**src/rtl/registers_if.sv**
```systemverilog
// registers_if: bundles the core-side control, operand and status signals of the register file.
// Rev 1.0. write_count is present only when REGISTERS_WRITE_COUNT_EN is defined.
`default_nettype none

interface registers_if #(
    parameter int DATA_BITS = 8
);
    logic                 enable;
    logic [7:0]           block_id;
    logic [2:0]           core_state;
    logic [3:0]           decoded_rd_address;
    logic [3:0]           decoded_rs_address;
    logic [3:0]           decoded_rt_address;
    logic                 decoded_reg_write_enable;
    logic [1:0]           decoded_reg_input_mux;
    logic [DATA_BITS-1:0] decoded_immediate;
    logic [DATA_BITS-1:0] alu_out;
    logic [DATA_BITS-1:0] lsu_out;
    logic [DATA_BITS-1:0] rs;
    logic [DATA_BITS-1:0] rt;
    logic                 illegal_write;
`ifdef REGISTERS_WRITE_COUNT_EN
    logic [15:0]          write_count;
`endif

    modport master (
`ifdef REGISTERS_WRITE_COUNT_EN
        input  write_count,
`endif
        output enable, block_id, core_state,
        output decoded_rd_address, decoded_rs_address, decoded_rt_address,
        output decoded_reg_write_enable, decoded_reg_input_mux, decoded_immediate,
        output alu_out, lsu_out,
        input  rs, rt, illegal_write
    );

    modport slave (
`ifdef REGISTERS_WRITE_COUNT_EN
        output write_count,
`endif
        input  enable, block_id, core_state,
        input  decoded_rd_address, decoded_rs_address, decoded_rt_address,
        input  decoded_reg_write_enable, decoded_reg_input_mux, decoded_immediate,
        input  alu_out, lsu_out,
        output rs, rt, illegal_write
    );
endinterface

`default_nettype wire

```
**src/rtl/registers.sv**
```systemverilog
// registers: per-thread 16-entry register file (R13-R15 read-only block/thread ids), 1-cycle reads.
// Rev 1.0. Optional saturating write counter enabled by macro REGISTERS_WRITE_COUNT_EN.
`default_nettype none

module registers #(
    parameter int THREADS_PER_BLOCK = 4,
    parameter int THREAD_ID         = 0,
    parameter int DATA_BITS         = 8
) (
    input  wire logic    clk,
    input  wire logic    reset_n,
    registers_if.slave   bus
);
    localparam logic [2:0] c_REQUEST = 3'b011;
    localparam logic [2:0] c_UPDATE  = 3'b110;
    localparam logic [1:0] c_MUX_ALU = 2'b00;
    localparam logic [1:0] c_MUX_LSU = 2'b01;
    localparam logic [1:0] c_MUX_IMM = 2'b10;
    localparam logic [1:0] c_MUX_RSV = 2'b11;

    logic [DATA_BITS-1:0] regs_q [16];
    logic [DATA_BITS-1:0] regs_d [16];
    logic [DATA_BITS-1:0] rs_q, rs_d;
    logic [DATA_BITS-1:0] rt_q, rt_d;
    logic                 illegal_q, illegal_d;
    logic [DATA_BITS-1:0] blk_ext;
    logic [DATA_BITS-1:0] wb_data;
    logic                 wr_attempt;
    logic                 wr_commit;

    generate
        if (DATA_BITS > 8) begin : g_blk_wide
            assign blk_ext = {{(DATA_BITS-8){1'b0}}, bus.block_id};
        end else if (DATA_BITS == 8) begin : g_blk_exact
            assign blk_ext = bus.block_id;
        end else begin : g_blk_narrow
            assign blk_ext = bus.block_id[DATA_BITS-1:0];
        end
    endgenerate

    always_comb begin
        case (bus.decoded_reg_input_mux)
            c_MUX_LSU: wb_data = bus.lsu_out;
            c_MUX_IMM: wb_data = bus.decoded_immediate;
            default:   wb_data = bus.alu_out;
        endcase
    end

    // The reserved source neither writes nor counts as an illegal attempt.
    assign wr_attempt = bus.enable && (bus.core_state == c_UPDATE)
                        && bus.decoded_reg_write_enable
                        && (bus.decoded_reg_input_mux != c_MUX_RSV);
    assign wr_commit  = wr_attempt && (bus.decoded_rd_address < 4'd13);

    always_comb begin
        regs_d    = regs_q;
        rs_d      = rs_q;
        rt_d      = rt_q;
        illegal_d = illegal_q;
        if (bus.enable) begin
            regs_d[13] = blk_ext;
            if (bus.core_state == c_REQUEST) begin
                rs_d = regs_q[bus.decoded_rs_address];
                rt_d = regs_q[bus.decoded_rt_address];
            end
        end
        if (wr_commit) begin
            regs_d[bus.decoded_rd_address] = wb_data;
        end else if (wr_attempt) begin
            illegal_d = 1'b1;
        end
    end

    always_ff @(posedge clk or negedge reset_n) begin
        if (!reset_n) begin
            for (int i = 0; i < 14; i++) begin
                regs_q[i] <= '0;
            end
            regs_q[14] <= DATA_BITS'(THREADS_PER_BLOCK);
            regs_q[15] <= DATA_BITS'(THREAD_ID);
            rs_q       <= '0;
            rt_q       <= '0;
            illegal_q  <= 1'b0;
        end else begin
            regs_q    <= regs_d;
            rs_q      <= rs_d;
            rt_q      <= rt_d;
            illegal_q <= illegal_d;
        end
    end

    assign bus.rs            = rs_q;
    assign bus.rt            = rt_q;
    assign bus.illegal_write = illegal_q;

`ifdef REGISTERS_WRITE_COUNT_EN
    logic [15:0] wcount_q, wcount_d;

    always_comb begin
        wcount_d = wcount_q;
        if (wr_commit && (wcount_q != 16'hFFFF)) begin
            wcount_d = wcount_q + 16'd1;
        end
    end

    always_ff @(posedge clk or negedge reset_n) begin
        if (!reset_n) begin
            wcount_q <= '0;
        end else begin
            wcount_q <= wcount_d;
        end
    end

    assign bus.write_count = wcount_q;
`endif

    // Kept only so every mux code has a named meaning alongside the case above.
    logic unused_ok;
    assign unused_ok = &{1'b0, c_MUX_ALU};

endmodule

`default_nettype wire

```
**src/flat_wrapper.sv**
```systemverilog
// flat-port wrapper written by rule: the top's interface ports become plain ports
module registers_flat 
#(
    parameter int THREADS_PER_BLOCK = 4,
    parameter int THREAD_ID         = 0,
    parameter int DATA_BITS         = 8
)
  (clk, reset_n, bus_enable, bus_block_id, bus_core_state, bus_decoded_rd_address, bus_decoded_rs_address, bus_decoded_rt_address, bus_decoded_reg_write_enable, bus_decoded_reg_input_mux, bus_decoded_immediate, bus_alu_out, bus_lsu_out, bus_rs, bus_rt, bus_illegal_write);
  registers_if #(.DATA_BITS(DATA_BITS)) bus_i ();
  input  wire logic clk;
  input  wire logic reset_n;
  input wire logic [$bits(bus_i.enable)-1:0] bus_enable;
  input wire logic [$bits(bus_i.block_id)-1:0] bus_block_id;
  input wire logic [$bits(bus_i.core_state)-1:0] bus_core_state;
  input wire logic [$bits(bus_i.decoded_rd_address)-1:0] bus_decoded_rd_address;
  input wire logic [$bits(bus_i.decoded_rs_address)-1:0] bus_decoded_rs_address;
  input wire logic [$bits(bus_i.decoded_rt_address)-1:0] bus_decoded_rt_address;
  input wire logic [$bits(bus_i.decoded_reg_write_enable)-1:0] bus_decoded_reg_write_enable;
  input wire logic [$bits(bus_i.decoded_reg_input_mux)-1:0] bus_decoded_reg_input_mux;
  input wire logic [$bits(bus_i.decoded_immediate)-1:0] bus_decoded_immediate;
  input wire logic [$bits(bus_i.alu_out)-1:0] bus_alu_out;
  input wire logic [$bits(bus_i.lsu_out)-1:0] bus_lsu_out;
  output wire logic [$bits(bus_i.rs)-1:0] bus_rs;
  output wire logic [$bits(bus_i.rt)-1:0] bus_rt;
  output wire logic [$bits(bus_i.illegal_write)-1:0] bus_illegal_write;
  assign bus_i.enable = bus_enable;
  assign bus_i.block_id = bus_block_id;
  assign bus_i.core_state = bus_core_state;
  assign bus_i.decoded_rd_address = bus_decoded_rd_address;
  assign bus_i.decoded_rs_address = bus_decoded_rs_address;
  assign bus_i.decoded_rt_address = bus_decoded_rt_address;
  assign bus_i.decoded_reg_write_enable = bus_decoded_reg_write_enable;
  assign bus_i.decoded_reg_input_mux = bus_decoded_reg_input_mux;
  assign bus_i.decoded_immediate = bus_decoded_immediate;
  assign bus_i.alu_out = bus_alu_out;
  assign bus_i.lsu_out = bus_lsu_out;
  assign bus_rs = bus_i.rs;
  assign bus_rt = bus_i.rt;
  assign bus_illegal_write = bus_i.illegal_write;
  registers #(.THREADS_PER_BLOCK(THREADS_PER_BLOCK), .THREAD_ID(THREAD_ID), .DATA_BITS(DATA_BITS)) u_core (.clk(clk), .reset_n(reset_n), .bus(bus_i));
endmodule
```
**config.mk**
```make
export PLATFORM = sky130hd
export DESIGN_NAME = registers_flat
export DESIGN_NICKNAME = d
export VERILOG_FILES = /design/src/rtl/registers_if.sv /design/src/rtl/registers.sv /design/src/flat_wrapper.sv
export SDC_FILE = /design/constraint.sdc
export NUM_CORES = 1
export LEC_CHECK = 0
export CAP_MARGIN = 10
export CELL_PAD_IN_SITES_DETAIL_PLACEMENT = 0
export CELL_PAD_IN_SITES_GLOBAL_PLACEMENT = 1
export CORE_UTILIZATION = 49
export CTS_CLUSTER_DIAMETER = 80
export DETAILED_ROUTE_END_ITERATION = 12
export PLACE_DENSITY_LB_ADDON = 0.25
export SLEW_MARGIN = 5
export SYNTH_ARGS = -nofsm -noshare
export SYNTH_HDL_FRONTEND = slang
export SYNTH_SLANG_ARGS = --single-unit
```
**constraint.sdc**
```tcl
create_clock -name clk -period 1.9 [get_ports clk]
set_input_delay 0.38 -clock clk [delete_from_list [all_inputs] [get_ports clk]]
set_output_delay 0.38 -clock clk [all_outputs]
set_load 0.02 [all_outputs]
```
==> impl_results.md <==
- R2r setup slk: around 0.25 ns
- H-tree depth: 4
- Ant diodes: 0
- Vias per cell: around 6.1
- Post-synthesis cell count: between 500 and 600
- Hpwl dp: approximately 14 mm
- Period utilization: 96.7%
- GRT overflow: 0
- Initial antenna violation count: 0
- WL final: 19.6 mm
- Worst setup EP type: output pin
- CTS Sinks: between 100 and 150
- VDD IR max: about 0.00063 V
- Nets: roughly 670
- R2R depth: 4
- Setup-failing EPs final: 0
- Hold Path Depth: 0
- Post-layout util: 64.6%
- Slew Limit Headroom: about 63%
- Core ar.: 15,100 µm²
- Fin Hold WS: 0.372 ns
- Die span in y: ~130 µm
- Global-route wire length before repair: around 31 mm
- WL/cell: roughly 24 µm
- Hold Path Class: reg2reg
- Synth Warn #: 0
- Layout cell share with drive strength beyond 1: approximately 47%
- Clk_skew: roughly 0.0065 ns
- Number of I/O port buffers: 69
- Commonest non-fill, non-tap cell in the layout: dfrtp_1
- Max-Cap Viols: 0
- First-pass iteration count of the detailed router: 5
- Worst R2R Start: u_core.regs_q[71]
- Initial Util: 50.1%
- Num ports: 70
- CTS clk-pin slew, worst paths: around 0.060 ns
- RSZ-0062 raised after global routing: false
- Post-synthesis register bit count: ~150
- Die width: around 130 µm
- CTS Buf Count: 17
- Buffers & Inverters on Critical Path: 1
- End of the worst hold path: u_core.regs_q[10]
- Slew @ Worst Pin: approximately 0.55 ns
- Iteration-0 DRC Markers: 253
- Vias in the first global route: around 5,400
- Arr. time, crit path: between 1 and 1.5 ns
- Final std cells w/o fill: 813
- Syn Nets: between 500 and 600
- Clock latency on the worst-skew pair: ~0.42 ns
- Number of synthesized flops with an enable pin: 0
- Crit path time final: between 1.5 and 2 ns
- Tot GR Track Use: 26.7%
- Pwr Total: ~8 mW
- CTS tree: done
- Peak fanout along the critical path: 2
- Vias: about 4,900
- Area Overhead vs Synth: 28.9%
- Max-slew violations: 0
- Top delay family on crit path: buffers and inverters
- Fmax: approximately 540 MHz
- Status: finished, final reports clean
- Slowest CP cell: clkdlybuf4s50_1
- CP max stage delay: between 0.6 and 0.7 ns
- Critical path data required time: 1.52 ns
- Hold path start: u_core.regs_q[10]
- Crit path cell chain: clkdlybuf4s50_1
- ANT nets after route: 0
- Pin count of the biggest net entering global routing: 53
- Placed insts: 776
- Startpoint types: register
- Register area share after synthesis: between 40% and 50%
- Ys async rst share: 100%
- Synthesized area per cell: ~15 µm²
- Fillers: 1,093
- Ys flop type: dfrtp_1
- Post-synthesis cell area: 7590 µm²
- Commonest cells after routing, fill and taps aside: dfrtp_1, mux2_2, clkdlybuf4s50_1, mux4_2, buf_4
- Endpoints failing hold: 0
- PD cells: approximately 820 nW/µm²
- Post-synthesis cell type count: 37
- Row count: 45
- Setup CP Type: reg2out
- Leakage Power: around 4.5 nW
- R2r endpoint: u_core.bus.rs[7]
- Die Area: 16,000 µm²
- Bufs on Longest Clock Path: 2
- Residual DRC: 0
- RD Place Congestion: roughly 0.81
- Root buffer cell: clkbuf_16
layer usage:
metal | track usage, % | vias up | wire, µm
met1 | 36.1 | 2583 | 8770
met4 | 8.08 | 0 | 429
met3 | 7.09 | 23 | 1010
met5 | 0 | - | 0
met2 | 42.6 | 152 | 9400
li1 | - | 2164 | -
synthesized netlist by cell type (6+ instances only):
library cell	number	area (µm²)
dfrtp_1	144	3600
mux2_2	118	1330
mux4_2	55	1240
clkbuf_1	31	116
mux2i_1	24	240
o21ai_0	18	90.1
nand2_1	17	63.8
a22oi_1	15	113
buf_2	14	70.1
mux4_1	9	236
a2bb2oi_1	7	61.3
nor2_1	6	22.5
through the flow:
stage	setup WS (ns)	cell area, µm²	TNS [ns]
global placement	-0.468	9020	-45.48
global route	0.0217	9780	0
finish	0.0636	9780	0
detailed placement	-0.518	9020	-49.15
floorplan	0.0264	7590	0
CTS	0.0350	9780	0
timing repair:
item / CTS / global route
pin swaps: 3 / 1
endpoints found under the hold margin: 48 / 0
cloned: 1 / 0
setup endpoints to repair: 32 / 26
hold buffers: 1 / 0
gates resized for setup: 10 / 1
setup buffers: 3 / 0
how the worst max path moves through the flow:
stage / cells after the start / start / to / slack (ns)
floorplan: 6 / bus_decoded_reg_input_mux[0] / u_core.regs_q[64] / 0.03
global placement: 7 / bus_decoded_reg_input_mux[0] / u_core.regs_q[70] / -0.47
detailed placement: 7 / bus_decoded_reg_input_mux[0] / u_core.regs_q[69] / -0.52
CTS: 7 / bus_core_state[2] / u_core.regs_q[56] / 0.03
global route: 1 / u_core.bus.rt[0] / bus_rt[0] / 0.02
finish: 1 / u_core.bus.rt[0] / bus_rt[0] / 0.06
area by class of cell:
type / instances / area [µm²] / share of cell area, %
Timing Repair Buffer: 143 / 1520 / 15.5
Clock buffer: 20 / 467 / 4.77
Multi-Input combinational cell: 301 / 3710 / 38.0
Clock inverter: 12 / 204 / 2.08
Inverter: 4 / 15.0 / 0.153
Tap cell: 188 / 235 / 2.40
Sequential cell: 145 / 3630 / 37.1
flip-flops by register name (all words and copies together) (netlist names):
signal	cells
u_core.bus.illegal_write	1
u_core.regs_q	128
u_core.bus.rs	8
u_core.bus.rt	8
cell families (layout without fill, tap and decap cells):
kind of cell	after synthesis	in the layout	share of synthesized area (%)
mux	207	207	40.2
flops	145	145	47.8
buf+inv	55	179	3.49
compound gates	47	47	4.07
simple gates	44	44	3.89
fa+ha+maj	3	3	0.494
power by group:
group	internal (mW)	total (mW)	switching, mW	leakage [nW]
Sequential	3.21	3.29	0.0866	1.99
Combinational	0.518	0.987	0.469	2.24
Clock	2.44	3.74	1.30	0.319
worst reg2reg max path: stages (launching register included):
cell	delay [ns]
dfrtp_1	0.41
mux4_2	0.48
mux2_2	0.33
a22oi_1	0.16
o21ai_0	0.13
(Power assumes the default switching activity.)
